## config.mk

```make
export PLATFORM = sky130hd
export DESIGN_NAME = mem_ctrl_arb
export DESIGN_NICKNAME = d
export VERILOG_FILES = /design/src/rtl/mem_ctrl_arb.sv
export SDC_FILE = /design/constraint.sdc
export NUM_CORES = 1
export LEC_CHECK = 0
export BUFFER_PORTS_ARGS = -buffer_cell sky130_fd_sc_hd__buf_2
export CAP_MARGIN = 20
export CORE_MARGIN = 4
export CORE_UTILIZATION = 59
export DETAILED_ROUTE_END_ITERATION = 8
export GPL_ROUTABILITY_DRIVEN = 0
export PLACE_DENSITY = 0.83
export SYNTH_ARGS = -nofsm -noshare
export SYNTH_HDL_FRONTEND = slang
export SYNTH_SLANG_ARGS = --single-unit
```

## constraint.sdc

```tcl
create_clock -name i_clk -period 15.5 [get_ports i_clk]
set_input_delay 1.55 -clock i_clk [delete_from_list [all_inputs] [get_ports i_clk]]
set_output_delay 1.55 -clock i_clk [all_outputs]
set_load 0.02 [all_outputs]
```

## src/rtl/mem_ctrl_arb.sv

```systemverilog
// -----------------------------------------------------------------------------
// mem_ctrl_arb
//   Round-robin arbiter and byte-serial memory sequencer for NCH requesters.
//   Channel 0 is instruction fetch.
//   Only one access is in flight at a time. Each access moves one byte per cycle
//   over an 8-bit memory port. Reads return zero-extended little-endian data.
//
// Parameters
//   NCH  number of requester channels (2..4)
//   AW   per-channel address width
//
// Ports
//   i_clk, i_rst       clock, asynchronous active-high reset
//   i_rdy              global ready; low freezes all state
//   i_req/i_we         per-channel request / write select
//   i_addr/i_nbytes    per-channel byte address / size (1, 2, else 4), flattened
//   i_wdata            per-channel store data, flattened
//   i_flush            per-channel cancel of a pending or active read
//   i_io_buffer_full   UART transmit buffer full (used only with IO stall)
//   i_mem_din          memory read byte, valid one cycle after its address
//   o_mem_dout/o_mem_a/o_mem_wr   memory write byte / byte address / write strobe
//   o_rdata            assembled read data, valid while o_done is high
//   o_done             one-cycle completion pulse per channel
//   o_busy             high whenever the sequencer is not idle
//
// Configuration macro
//   MEM_CTRL_IO_STALL_EN  When defined, a write byte whose address has bits
//                         [17:16]==2'b11 waits while i_io_buffer_full is high.
// -----------------------------------------------------------------------------
module mem_ctrl_arb #(
    parameter int NCH = 2,
    parameter int AW  = 32
) (
    input  logic              i_clk,
    input  logic              i_rst,
    input  logic              i_rdy,
    input  logic [NCH-1:0]    i_req,
    input  logic [NCH-1:0]    i_we,
    input  logic [NCH*AW-1:0] i_addr,
    input  logic [NCH*3-1:0]  i_nbytes,
    input  logic [NCH*32-1:0] i_wdata,
    input  logic [NCH-1:0]    i_flush,
    input  logic              i_io_buffer_full,
    input  logic [7:0]        i_mem_din,
    output logic [7:0]        o_mem_dout,
    output logic [31:0]       o_mem_a,
    output logic              o_mem_wr,
    output logic [31:0]       o_rdata,
    output logic [NCH-1:0]    o_done,
    output logic              o_busy
);

    localparam int CW = (NCH > 2) ? 2 : 1;

    localparam logic [1:0] S_IDLE   = 2'd0;
    localparam logic [1:0] S_READ   = 2'd1;
    localparam logic [1:0] S_WRITE  = 2'd2;
    localparam logic [1:0] S_FINISH = 2'd3;

    logic [1:0]     r_state;
    logic [CW-1:0]  r_ch;
    logic [CW-1:0]  r_last;
    logic [31:0]    r_base;
    logic [2:0]     r_n;
    logic [31:0]    r_wdata;
    logic [2:0]     r_cnt;
    logic [31:0]    r_rbuf;
    logic [31:0]    r_rdata;
    logic [31:0]    r_mem_a;
    logic [7:0]     r_mem_dout;
    logic           r_wr_en;
    logic [NCH-1:0] r_done;

    logic [NCH-1:0] w_elig;
    logic           w_gnt_vld;
    logic [CW-1:0]  w_gnt_ch;
    logic [2:0]     w_g_nb;
    logic [2:0]     w_g_n;
    logic [31:0]    w_g_base;
    logic [31:0]    w_g_wdata;
    logic [2:0]     w_cnt_inc;
    logic [1:0]     w_cap_idx;
    logic [31:0]    w_rbuf_nxt;
    logic [31:0]    w_nxt_a;
    logic           w_stall;

    assign w_elig    = i_req & ~i_flush;
    assign w_cnt_inc = r_cnt + 3'd1;
    // r_cnt counts READ cycles; the byte captured in cycle c was addressed in cycle c-1.
    assign w_cap_idx = 2'(r_cnt - 3'd1);
    assign w_nxt_a   = r_base + 32'(w_cnt_inc);

`ifdef MEM_CTRL_IO_STALL_EN
    assign w_stall = (r_state == S_WRITE) && (r_mem_a[17:16] == 2'b11) && i_io_buffer_full;
`else
    assign w_stall = i_io_buffer_full & 1'b0;
`endif

    // Round-robin search starting one past the last granted channel
    always_comb begin
        w_gnt_vld = 1'b0;
        w_gnt_ch  = '0;
        for (int i = 1; i <= NCH; i++) begin
            if (!w_gnt_vld && w_elig[(int'(r_last) + i) % NCH]) begin
                w_gnt_vld = 1'b1;
                w_gnt_ch  = CW'((int'(r_last) + i) % NCH);
            end else begin
                w_gnt_vld = w_gnt_vld;
            end
        end
    end

    // Select the winning channel's request fields and decode its size
    always_comb begin
        w_g_base  = 32'(i_addr[w_gnt_ch*AW +: AW]);
        w_g_wdata = i_wdata[w_gnt_ch*32 +: 32];
        w_g_nb    = i_nbytes[w_gnt_ch*3 +: 3];
        case (w_g_nb)
            3'd1:    w_g_n = 3'd1;
            3'd2:    w_g_n = 3'd2;
            default: w_g_n = 3'd4;
        endcase
    end

    // Insert the incoming memory byte into the read assembly buffer
    always_comb begin
        w_rbuf_nxt = r_rbuf;
        w_rbuf_nxt[8*w_cap_idx +: 8] = i_mem_din;
    end

    // Sequencer state, request latch and memory-port registers
    always_ff @(posedge i_clk or posedge i_rst) begin
        if (i_rst) begin
            r_state    <= S_IDLE;
            r_ch       <= '0;
            r_last     <= CW'(NCH - 1);
            r_base     <= 32'd0;
            r_n        <= 3'd0;
            r_wdata    <= 32'd0;
            r_cnt      <= 3'd0;
            r_rbuf     <= 32'd0;
            r_rdata    <= 32'd0;
            r_mem_a    <= 32'd0;
            r_mem_dout <= 8'd0;
            r_wr_en    <= 1'b0;
            r_done     <= '0;
        end else if (i_rdy) begin
            case (r_state)
                S_IDLE: begin
                    if (w_gnt_vld) begin
                        r_ch       <= w_gnt_ch;
                        r_last     <= w_gnt_ch;
                        r_base     <= w_g_base;
                        r_n        <= w_g_n;
                        r_wdata    <= w_g_wdata;
                        r_cnt      <= 3'd0;
                        r_rbuf     <= 32'd0;
                        r_mem_a    <= w_g_base;
                        r_mem_dout <= w_g_wdata[7:0];
                        if (i_we[w_gnt_ch]) begin
                            r_state <= S_WRITE;
                            r_wr_en <= 1'b1;
                        end else begin
                            r_state <= S_READ;
                            r_wr_en <= 1'b0;
                        end
                    end else begin
                        r_state <= S_IDLE;
                    end
                end
                S_READ: begin
                    if (i_flush[r_ch]) begin
                        // Abandon the read; the result register keeps its old value.
                        r_state <= S_IDLE;
                    end else begin
                        if (r_cnt != 3'd0) begin
                            r_rbuf <= w_rbuf_nxt;
                        end else begin
                            r_rbuf <= r_rbuf;
                        end
                        if (r_cnt == r_n) begin
                            r_state      <= S_FINISH;
                            r_rdata      <= w_rbuf_nxt;
                            r_done[r_ch] <= 1'b1;
                        end else begin
                            r_cnt <= w_cnt_inc;
                            if (w_cnt_inc < r_n) begin
                                r_mem_a <= w_nxt_a;
                            end else begin
                                r_mem_a <= r_mem_a;
                            end
                        end
                    end
                end
                S_WRITE: begin
                    if (w_stall) begin
                        // Hold the same byte and address until the IO buffer drains.
                        r_cnt <= r_cnt;
                    end else if (r_cnt == (r_n - 3'd1)) begin
                        r_state      <= S_FINISH;
                        r_wr_en      <= 1'b0;
                        r_done[r_ch] <= 1'b1;
                    end else begin
                        r_cnt      <= w_cnt_inc;
                        r_mem_a    <= w_nxt_a;
                        r_mem_dout <= r_wdata[8*w_cnt_inc[1:0] +: 8];
                    end
                end
                S_FINISH: begin
                    r_state <= S_IDLE;
                    r_done  <= '0;
                end
                default: begin
                    r_state <= S_IDLE;
                    r_wr_en <= 1'b0;
                    r_done  <= '0;
                end
            endcase
        end else begin
            r_state <= r_state;
        end
    end

    assign o_mem_a    = r_mem_a;
    assign o_mem_dout = r_mem_dout;
    // The strobe is qualified combinationally so that a dropped ready or an IO stall
    // suppresses the write in the same cycle.
    assign o_mem_wr   = r_wr_en & i_rdy & ~w_stall;
    assign o_rdata    = r_rdata;
    assign o_done     = r_done;
    assign o_busy     = (r_state != S_IDLE);

endmodule

```

# After elaboration in Yosys (flattened, before gate mapping)
# Index checks and enable logic that the tools add are counted.
[op_classes]
mux = 50
eq_ne = 16
n_bitwise = 7
n_shift = 6
n_mul = 1
n_reduce_logical = 19
addsub = 7
n_lt_le_gt_ge = 6
[ops]
columns = ["cell", "count"]
rows = [
  ["$mux 32", 8],
  ["$shiftx 64x7->32", 2],
  ["$pmux 32 s3", 1],
  ["$pmux 32 s2", 1],
  ["$neg 5->34", 1],
  ["$shift 8x34->32 const A", 1],
  ["$shiftx 8x34->32", 1],
  ["$add 32x3->32", 1],
  ["$bwmux 32", 1],
  ["$shiftx 32x6->8", 1],
  ["$mux 1", 18],
  ["$mux 2", 8],
  ["$mux 8", 2],
  ["$ne 2x2->1 const B", 8],
  ["$pmux 8 s2", 1],
  ["$mux 3", 4],
  ["$reduce_and 4->1", 3],
  ["$reduce_and 5->1", 2],
  ["$pmux 3 s3", 1],
  ["$reduce_bool 3->1", 3],
  ["$pmux 2 s4", 1],
  ["$reduce_and 7->1", 1],
  ["$eq 3x3->1", 2],
  ["$lt 2x3->1 const B", 2],
  ["30 further kinds", 38],
]
[totals]
inputBits = 152
out_inout_bits = 76
regBits = 181
wordCells = 125

# Logic depth before layout (Yosys ltp)
# Gate-level depths: netlist (run 1).
[depth]
word_depth = 14
mapped_depth = 11
ltp_nobuf = 9

# Least setup slack after synthesis (run 1)
# OpenSTA, ideal clock, no wires.
[synth_path]
kind = "input to output"
start = "in i_rdy"
end = "out o_mem_wr"
path_buffers = 0
path_stages = 2
t_arrival_ns = 1.897
setup_slack_ns = 12.053
required_time_ns = 13.950
cell_sequence = "inv_1 nor2_1"
[synth_between]
elab_chain_cells = 1
[synth_lines]
columns = ["element", "line", "source"]
rows = [
  ["start: declaration", "36", "input logic i_rdy,"],
  ["$and 1x1->1", "228", "assign o_mem_wr = r_wr_en & i_rdy & ~w_stall;"],
  ["end: declaration", "47", "output logic o_mem_wr,"],
]
# No other way between the ends.

# Worst setup path in the final report (run 1)
[layout_path]
start = "reg r_cnt[0]"
end = "reg r_mem_a[30] (netlist: o_mem_a[30])"
[layout_between]
elab_chain_cells = 6
word_cells_on_any_way = 14
cone_classes = "2 x add/sub; 1 x order compare; 5 x eq/ne; 5 x mux; 1 x reduce/logical"
[layout_lines]
columns = ["element", "line", "source"]
rows = [
  ["start: declaration", "66", "logic [2:0] r_cnt;"],
  ["start signal: assignment", "186", "r_cnt <= w_cnt_inc;"],
  ["start signal: assignment", "198", "r_cnt <= r_cnt;"],
  ["start signal: assignment", "204", "r_cnt <= w_cnt_inc;"],
  ["$add 3x1->3", "88", "assign w_cnt_inc = r_cnt + 3'd1;"],
  ["$add 32x3->32", "91", "assign w_nxt_a = r_base + 32'(w_cnt_inc);"],
  ["$mux 32", "187", "if (w_cnt_inc < r_n) begin"],
  ["$mux 32", "181", "if (r_cnt == r_n) begin"],
  ["$mux 32", "172", "if (i_flush[r_ch]) begin"],
  ["$pmux 32 s3", "148", "case (r_state)"],
  ["end signal: assignment", "158", "r_mem_a <= w_g_base;"],
  ["end signal: assignment", "188", "r_mem_a <= w_nxt_a;"],
  ["end signal: assignment", "190", "r_mem_a <= r_mem_a;"],
  ["end: declaration", "69", "logic [31:0] r_mem_a;"],
]
# Several ways; a longest one is shown, not always the timed one. The select of a mux whose other input is x is not followed.
# A chain may end at the register's enable or synchronous reset.

==> metrics.md, run 1 <==
| Metric | Value |
|---|---|
| Met1 usage | `35.5%` |
| Relative slew margins | `33.1%` |
| Vias in the first global route | `7937` |
| Htree depth | `4` |
| Die area | `18600 um2` |
| Syn_nets | `1152` |
| Worst R2R Path Depth | `9` |
| WS Path Type | `reg2reg` |
| Asr flop ratio synth | `100%` |
| Worst Path Arrival | `5080 ps` |
| Post-Synthesis Cells | `981` |
| GRT overflow | `0` |
| Clock Latency Late Sink | `440 ps` |
| Final core occ | `72.0%` |
| Period minus WS final | `4710 ps` |
| Switching share of total power | `42.2%` |
| Net switching power | `968 uW` |
| Ports | `228` |
| Logic pwr share | `45.7%` |
| Post-DP HPWL | `17.0 mm` |
| Tightest Pin Transition | `995 ps` |
| All-Layer GR Usage | `26.7%` |
| Maximum clock rate | `0.212 GHz` |
| Internal | `1320 uW` |
| TritonRoute pass-1 iters | `5` |
| Post-synth EDFFs | `0` |
| Initial antenna violation count | `0` |
| Hold-fix buffer count after cts | `0` |
| Post-CTS Setup Bufs | `0` |
| CTS Buf Count | `17` |
| Top cells by area, synth | `dfrtp_1, mux2i_1, a21oi_1` |
| Clock sinks | `181` |
| First-pass GRT wire length | `39.6 mm` |
| Clock share of power | `18.0%` |
| VDD IR max | `0.118 mV` |
| Power share of the sequential group | `36.2%` |
| CP Max Fanout | `17` |
| Leak pwr | `0.00545 uW` |
| Critical path launch point type | `flip-flop` |
| Routed Antenna Nets | `0` |
| YS warnings | `0` |
| Drt total wl | `24.5 mm` |
| Synth unique cells | `61` |
| Met2 Resource Use GR | `44.4%` |
| Largest net degree at the start of global routing | `104` |
| Clk_skew | `11.4 ps` |
| Met3 Use GR | `4.85%` |
| # diodes | `0` |
| Sequential area share after synthesis | `46.5%` |
| Post-Syn Area | `9750 um2` |
| Max-Cap Viols | `0` |
| Worst R2R Start | `r_cnt[0]` |
| Syn_area_per_cell | `9.94 um2` |
| Worst setup EP type | `flip-flop` |
| Max-slew violation count | `0` |
| Nets@finish | `1339` |
| Starting Density | `60.7%` |
| Setup TNS | `0 ps` |
| WL per Instance | `17.5 um` |
| CTS tree | `built` |
| I/O Buffers | `226` |
| Main flop type after synthesis | `dfrtp_1` |
| Die height | `137 um` |
| Final setup fails | `0` |
| Initial DRC Count | `638` |
| Die width | `137 um` |
| Hold Fails Final Rpt | `0` |
| Seq cells post-synth | `181` |
| Fin crit share | `30.4%` |
| Core Footprint | `16100 um2` |
| Clock buffer depth | `2` |
| Area grow syn2layout | `18.6%` |
| PD cells | `198 nW/um2` |
| Reg2Reg Capture Point | `o_mem_a[30]` |
| Cell taking the most area after synthesis | `dfrtp_1` |
| Vias | `8241` |
| Number of vias per cell | `5.90` |
| Outcome | `finished clean` |
| # rows | `46` |
| GR peak layer | `met2` |
| Min-delay worst type | `reg2reg` |
| Crit path from | `r_cnt[0]` |
| Area share of the largest cell type after synthesis | `46.2%` |
| RSZ-0062 raised after global routing | `false` |
| # DRC | `0` |
| CTS clk-pin slew, worst paths | `70 ps` |
| Worst R2R Setup Slack | `10790 ps` |
| Root Buffer | `clkbuf_16` |
| Critical Path Sink | `o_mem_a[30]` |
| Required time of the critical path | `15870 ps` |
| Cts repair resizes | `0` |
| Share of cells above drive strength 1 | `27.1%` |
[cell type report]
class | count | area (um2)
Clock buffer | 19 | 433
Clock inverter | 13 | 124
Fill cell | 1195 | 4490
Inverter | 18 | 72.6
Multi-Input combinational cell | 712 | 4900
Sequential cell | 181 | 4530
Tap cell | 216 | 270
Timing Repair Buffer | 238 | 1230
[power groups by stage]
stage                     combinational [uW]  clock [uW]  sequential, uW
after floorplan                          668           0             911
after global placement                  1010           0             824
after detailed placement                1040           0             833
after CTS                               1050         417             827
after global routing                    1150         436             857
final                                   1050         413             831
[cell usage after synthesis (6+ instances only)]
cell	instances
a21oi_1	103
nor4_1	7
and4_1	7
dfrtp_1	180
xor2_1	10
xnor2_1	6
ha_1	18
inv_1	17
o21ai_0	43
nand2b_1	15
nand2_1	64
nor3_1	11
a22o_1	38
nand4_1	8
clkbuf_1	46
a31oi_1	17
o2bb2ai_1	7
a211o_1	8
mux2i_1	76
nand3_1	14
and3_1	6
nor2b_1	16
nor2_1	109
mux2_2	30
o21bai_1	16
o31ai_1	8
mux4_2	8
a211oi_1	6
buf_1	12
[worst min path at each step]
stage / startpoint / end / slack (ps) / cells past startpoint
finish: r_last / r_last / 490 / 2
global route: r_last / r_last / 500 / 2
CTS: r_last / r_last / 480 / 2
detailed placement: r_last / r_last / 480 / 2
global placement: r_last / r_last / 470 / 2
floorplan: r_last / r_last / 460 / 2
[critical path, stage by stage, from the launching register on]
cell       delay [ps]
dfrtp_1           840
inv_1             310
ha_1              880
inv_1             310
fa_1              500
nor2b_1           420
o2111ai_1         510
or4_1             650
nand3_1           100
a22o_1            130
[registers in the layout, indices dropped and copies added, names as in the netlist]
name	flops
r_state	2
o_rdata	32
r_wdata	32
o_done	2
r_ch	1
o_mem_dout	8
r_last	1
r_n	3
r_wr_en	1
r_rbuf	32
o_mem_a	32
r_cnt	3
r_base	32
[logic make-up (layout without fill, tap and decap cells)]
family                     Yosys count  after routing  share of synthesized area, %
buffers and inverters               88            288                          3.76
xor gates and xnor gates            17             17                          1.67
and+or+nand+nor                    281            281                          13.8
muxes                              114            114                          13.1
adders and majority gates           19             19                          2.52
DFF                                181            181                          46.5
AOI/OAI and AO/OA                  281            281                          18.7
[cell usage in the layout, fill, tap and decap left out, types with 4 or more instances in the layout]
cell | synthesis | final
o31ai_1 | 8 | 8
or4_1 | 5 | 5
clkbuf_16 | 0 | 17
xor2_1 | 10 | 10
mux2i_1 | 76 | 76
nand2_1 | 64 | 64
and3_1 | 6 | 6
a21oi_1 | 103 | 103
ha_1 | 18 | 18
and4_1 | 7 | 6
o2bb2ai_1 | 7 | 7
dfrtp_1 | 180 | 180
mux2_2 | 30 | 30
nand4_1 | 8 | 8
inv_1 | 17 | 16
o21bai_1 | 16 | 15
nor4_1 | 7 | 6
inv_6 | 0 | 4
buf_4 | 1 | 10
o2111ai_1 | 5 | 4
a31o_2 | 4 | 4
buf_2 | 5 | 227
a31oi_1 | 17 | 17
and2_1 | 5 | 5
a22o_1 | 38 | 38
o21ai_0 | 43 | 43
nand2b_1 | 15 | 15
nor3_1 | 11 | 11
mux4_2 | 8 | 8
nor2_1 | 109 | 108
a22oi_1 | 5 | 5
xnor2_1 | 6 | 6
nand3_1 | 14 | 14
nor2b_1 | 16 | 16
a211oi_1 | 6 | 6
a211o_1 | 8 | 8
[per-stage QoR]
| step | cell area (um2) | total power [uW] | cells | hold WS [ps] | setup WS, ps |
|---|---|---|---|---|---|
| final | 11600 | 2290 | 1397 | 487 | 10790 |
| after global routing | 11600 | 2450 | 1397 | 500 | 10420 |
| after CTS | 11500 | 2290 | 1394 | 484 | 10760 |
| after detailed placement | 11000 | 1870 | 1362 | 475 | 10790 |
| after global placement | 11000 | 1840 | 1362 | 471 | 10820 |
| after floorplan | 9750 | 1580 | 981 | 461 | 9040 |
[per-layer routing]
layer / vias up / routed length (um)
li1: 3937 / -
met1: 3980 / 10400
met2: 286 / 12200
met3: 38 / 1430
met4: 0 / 534
met5: - / 0
No activity file was read; power rests on OpenSTA's default activity.
==> run 2: changes to the inputs <==
ABC_AREA = 1   (was unset)
CORE_UTILIZATION = 50   (was 59)
PLACE_DENSITY = 0.75   (was 0.83)
clock period = 4 ns   (was 15.5 ns; I/O delays follow)
==> metrics.md, run 2 <==
| Metric | Value |
|---|---|
| Most common cell after layout, fill and taps aside | `nand2_1` |
| All-Layer GR Usage | `24.8%` |
| Starting Density | `51.4%` |
| WHS Path Cells | `3` |
| Worst R2R Setup Slack | `980 ps` |
| Core Footprint | `19700 um2` |
| Worst R2R Path Depth | `14` |
| Die area | `22600 um2` |
| # rows | `51` |
| Clock sinks | `181` |
| Worst R2R Start | `r_cnt[1]` |
| Filler cell count | `1854` |
| Multi-input gate area | `4790 um2` |
| Die width | `150 um` |
| Outcome | `finished clean` |
| Top cells by area, synth | `dfrtp_1, nand2_1, o21ai_0` |
| Area share of the largest cell type after synthesis | `44.5%` |
| Htree depth | `4` |
| Initial DRC Count | `806` |
| CTS Buf Count | `17` |
| Nets@finish | `1759` |
| Clk_skew | `12.9 ps` |
| Post-Synthesis Cells | `1402` |
| Area grow syn2layout | `17.3%` |
| Leak pwr | `0.00623 uW` |
| RSZ-0062 raised after global routing | `false` |
| Sequential area share after synthesis | `44.7%` |
| # diodes | `0` |
| First-pass GRT wire length | `44.9 mm` |
| Register area | `4530 um2` |
| PD cells | `667 nW/um2` |
| Largest net degree at the start of global routing | `110` |
| Share of cells above drive strength 1 | `18.6%` |
| TritonRoute pass-1 iters | `6` |
| Seq cells post-synth | `181` |
| VDD IR max | `0.330 mV` |
| Worst setup EP type | `flip-flop` |
| Crit path from | `r_cnt[1]` |
| Vias | `9753` |
| Max-Cap Viols | `0` |
| Commonest cells in the netlist | `nand2_1, dfrtp_1, o21ai_0` |
| # DRC | `0` |
| Required time of the critical path | `4320 ps` |
| WS Path Type | `reg2reg` |
| Die height | `150 um` |
| CTS tree | `built` |
| Post-Syn Area | `10100 um2` |
| Number of vias per cell | `5.23` |
| Maximum clock rate | `0.331 GHz` |
| Clock Latency Late Sink | `430 ps` |
| CP Max Fanout | `10` |
| Routed Antenna Nets | `0` |
| Synth unique cells | `37` |
| Main flop type after synthesis | `dfrtp_1` |
| CTS clk-pin slew, worst paths | `70 ps` |
| Hold Fails Final Rpt | `0` |
| Post-CTS Setup Bufs | `0` |
| Setup TNS | `0 ps` |
| Syn_nets | `1573` |
| GRT overflow | `0` |
| Hold Crit Start | `i_wdata[43]` |
| Tightest Pin Transition | `1050 ps` |
| Cell taking the most area after synthesis | `dfrtp_1` |
| Root Buffer | `clkbuf_16` |
| Reg2Reg Capture Point | `o_mem_a[14]` |
| Asr flop ratio synth | `100%` |
| Post-DP HPWL | `19.9 mm` |
| WHS Endpoint | `r_wdata[11]` |
| Count leader, synth | `nand2_1` |
| Clock buffer depth | `2` |
| I/O Buffers | `226` |
| Vias in the first global route | `9084` |
| Worst Path Arrival | `3340 ps` |
| Min-delay worst type | `in2reg` |
| Drt total wl | `27.8 mm` |
| Post-synth EDFFs | `0` |
| Post-Layout Cell Count | `1866` |
| Ports | `228` |
| Period minus WS final | `3020 ps` |
| Fin crit share | `75.5%` |
| Relative slew margins | `29.8%` |
| WL per Instance | `14.9 um` |
| Critical path launch point type | `flip-flop` |
| YS warnings | `0` |
| Initial antenna violation count | `0` |
| Highest-count cells in the layout ignoring fill and taps | `nand2_1, buf_2, dfrtp_1` |
| Final setup fails | `0` |
| Placed cell count | `1833` |
| Max-slew violation count | `0` |
| Syn_area_per_cell | `7.23 um2` |
run 2: routing by layer:
layer	track usage (%)	part of all wire, %	vias to the layer above
met4	7.78	2.0	0
met2	39.6	46	391
met1	35.0	44	4421
met3	3.64	7.5	41
li1	-	-	4900
met5	0	0	-
run 2: worst max-delay path by stage:
stage | end | slack [ps]
final | o_mem_a[14] | 980
after global routing | o_mem_a[22] | 710
after CTS | o_mem_a[7] | 1020
after detailed placement | o_mem_a[7] | 1020
after global placement | o_mem_a[22] | 1110
after floorplan | o_done[0] | 1280
run 2: metrics by stage:
| stage | worst slack (ps) | area (um2) | power [uW] | util [%] | hold slack, ps |
|---|---|---|---|---|---|
| final | 982 | 11900 | 7920 | 60.3 | 219 |
| after global routing | 713 | 11900 | 8560 | 60.3 | 223 |
| after CTS | 1020 | 11900 | 7970 | 60.3 | 204 |
| after detailed placement | 1020 | 11300 | 6360 | 57.4 | 427 |
| after global placement | 1110 | 11300 | 6270 | 57.4 | 425 |
| after floorplan | 1280 | 10100 | 5370 | - | 442 |
run 2: timing repair:
item / CTS / global route
gates resized for setup: 0 / 0
hold endpoints to repair: 17 / 0
hold buffers: 1 / 0
run 2: logic make-up after synthesis:
kind of cell	Yosys count	share of synthesized area, %
xor gates and xnor gates	3	0.259
buffers and inverters	189	8.04
muxes	8	0.790
DFF	181	44.7
and+or+nand+nor	749	30.5
adders and majority gates	19	2.42
AOI/OAI and AO/OA	253	13.3
run 2: cell type report:
cell class	count	area share (%)
Clock buffer	20	3.68
Clock inverter	12	0.895
Sequential cell	181	38.1
Tap cell	265	2.79
Timing Repair Buffer	237	10.3
Multi-Input combinational cell	1032	40.3
Inverter	119	3.81
run 2: critical path, cell delays in order (launching register included):
cell and delay [ps]:
dfrtp_1 520, inv_2 100, ha_1 450, inv_2 190, fa_1 440, inv_1 110
nand2_1 80, nand2_1 80, nand3_1 130, nor2_1 410, nand2_1 100, nand3_1 90
o21ai_0 80, nand2_1 70, nand2_1 50
run 2: power by group:
group          internal, uW  leakage [uW]  switching, uW  total [uW]
Clock                   819      0.000263            767        1590
Combinational          1080       0.00362           2340        3420
Sequential             2460       0.00234            448        2910
Total                  4360       0.00623           3560        7920
==> run 3: changes to the inputs <==
clock period = 2.6 ns   (was 4 ns; I/O delays follow)
==> metrics.md, run 3 (synthesis results as in run 2) <==
| Metric | Value |
|---|---|
| Worst R2R Path Depth | `14` |
| Vias | `10018` |
| Area grow syn2layout | `20.8%` |
| Critical Path Sink | `o_mem_a[12]` |
| Max-Cap Viols | `0` |
| Reg2Reg Capture Point | `o_mem_a[12]` |
| TritonRoute pass-1 iters | `8` |
| Worst R2R Start | `r_cnt[0]` |
| Final Power | `12700 uW` |
| Hold WS | `25.5 ps` |
| Worst setup EP type | `flip-flop` |
| Post-DP HPWL | `21.1 mm` |
| Clock Latency Late Sink | `440 ps` |
| Min-delay worst type | `in2async` |
| Clock buffer depth | `2` |
| Hold Fails Final Rpt | `0` |
| PD cells | `1030 nW/um2` |
| CTS tree | `built` |
| Die width | `150 um` |
| Pre-CTS setup slack | `113 ps` |
| Maximum clock rate | `0.415 GHz` |
| Share of cells above drive strength 1 | `20.6%` |
| Initial antenna violation count | `0` |
| Tightest Pin Transition | `965 ps` |
| All-Layer GR Usage | `25.4%` |
| Ports | `228` |
| Max-slew violation count | `0` |
| Die height | `150 um` |
| Setup TNS | `0 ps` |
| Wire length on met2 | `13.5 mm` |
| Uppermost layer routed | `met4` |
| Number of vias per cell | `5.30` |
| Clk_skew | `10.4 ps` |
| I/O Buffers | `226` |
| Htree depth | `4` |
| Multi-input gate area | `4830 um2` |
| Register area | `4530 um2` |
| CTS Buf Count | `17` |
| Hold-fix buffer count after cts | `0` |
| Initial DRC Count | `768` |
| Crit path from | `r_cnt[0]` |
| # rows | `51` |
| Met1 wire length | `12.4 mm` |
| Clock sinks | `181` |
| Met3 WL | `1.97 mm` |
| Core Footprint | `19700 um2` |
| VDD IR max | `0.621 mV` |
| Nets@finish | `1782` |
| Worst Path Arrival | `2730 ps` |
| Relative slew margins | `35.5%` |
| Final setup fails | `0` |
| # DRC | `0` |
| Final worst slack | `191 ps` |
| Starting Density | `51.4%` |
| Leak pwr | `0.00640 uW` |
| CTS clk-pin slew, worst paths | `80 ps` |
| # diodes | `0` |
| WL per Instance | `15.1 um` |
| Most common cell after layout, fill and taps aside | `nand2_1` |
| Routed Antenna Nets | `0` |
| Die area | `22600 um2` |
| Outcome | `finished clean` |
| Root Buffer | `clkbuf_16` |
| Highest-count cells in the layout ignoring fill and taps | `nand2_1, buf_2, dfrtp_1` |
| Filler cell count | `1790` |
| CP Max Fanout | `5` |
| Worst R2R Setup Slack | `190 ps` |
| RSZ-0062 raised after global routing | `true` |
| WS Path Type | `reg2reg` |
| First-pass GRT wire length | `45.9 mm` |
| Largest net degree at the start of global routing | `65` |
| GRT overflow | `0` |
| Required time of the critical path | `2920 ps` |
| Period minus WS final | `2410 ps` |
| Drt total wl | `28.6 mm` |
| Critical path launch point type | `flip-flop` |
| Vias in the first global route | `9380` |
| Fin crit share | `92.7%` |
==> run 3: changes by cell type in the layout (fill, tap and decap cells not counted), sizes merged <==
| cell | change |
|---|---|
| buf | +24 |
| clkbuf | -3 |
| bufinv | +1 |
| clkinv | +1 |
| clkinvlp | +1 |
| dlygate4sd3 | -1 |
==> run 3: through the flow <==
step / std cells / area [um2] / utilization [%]
CTS: 1888 / 12200 / 61.8
global placement: 1856 / 11600 / 58.8
detailed placement: 1856 / 11600 / 58.8
global route: 1889 / 12200 / 62.1
floorplan: 1402 / 10100 / -
finish: 1889 / 12200 / 62.1
==> run 3: worst max-delay path, cell delays in order, from the launching register on <==
cell and delay, ps:
dfrtp_1 390, inv_1 80, ha_1 340, inv_2 60, fa_1 420, inv_1 110
nand3_1 90, nand2_2 140, nand3_1 210, inv_1 130, nand2_1 60, nand3_1 60
o21ai_0 80, nand2_1 80, nand2_1 50
==> run 3: repair_timing <==
item                       CTS  global route
setup endpoints to repair    0            18
gates resized for setup      0            11
hold endpoints to repair     0             0
setup buffers                0             1
==> run 3: cell type report <==
type                       instances  area share (%)
inverter                         119            3.70
clock buffer                      17            3.48
sequential                       181            37.0
multi-input combinational       1032            39.5
timing repair buffer             260            12.1
tap                              265            2.71
clock inverter                    15            1.46
==> run 3: how the worst min path moves through the flow <==
stage	startpoint	to	slack, ps
after floorplan	i_wdata[42]	r_wdata[10]	430
after global placement	o_mem_a[8]	o_mem_a[8]	450
after detailed placement	o_mem_a[11]	o_mem_a[11]	450
after CTS	i_rst	r_wdata[20]	50
after global routing	i_rst	o_done[1]	80
final	i_rst	r_wdata[20]	30
==> run 3: per-layer routing <==
| layer | global-route usage, % | vias to the layer above |
|---|---|---|
| met1 | 34.2 | 4640 |
| li1 | - | 4943 |
| met5 | 0 | - |
| met4 | 7.69 | 0 |
| met2 | 42.2 | 385 |
| met3 | 4.09 | 50 |
==> run 3: report_power, final <==
| part | switching (uW) | internal (uW) |
|---|---|---|
| Combinational | 3690 | 1820 |
| Clock | 1270 | 1380 |
| Sequential | 692 | 3790 |
| Total | 5660 | 7000 |
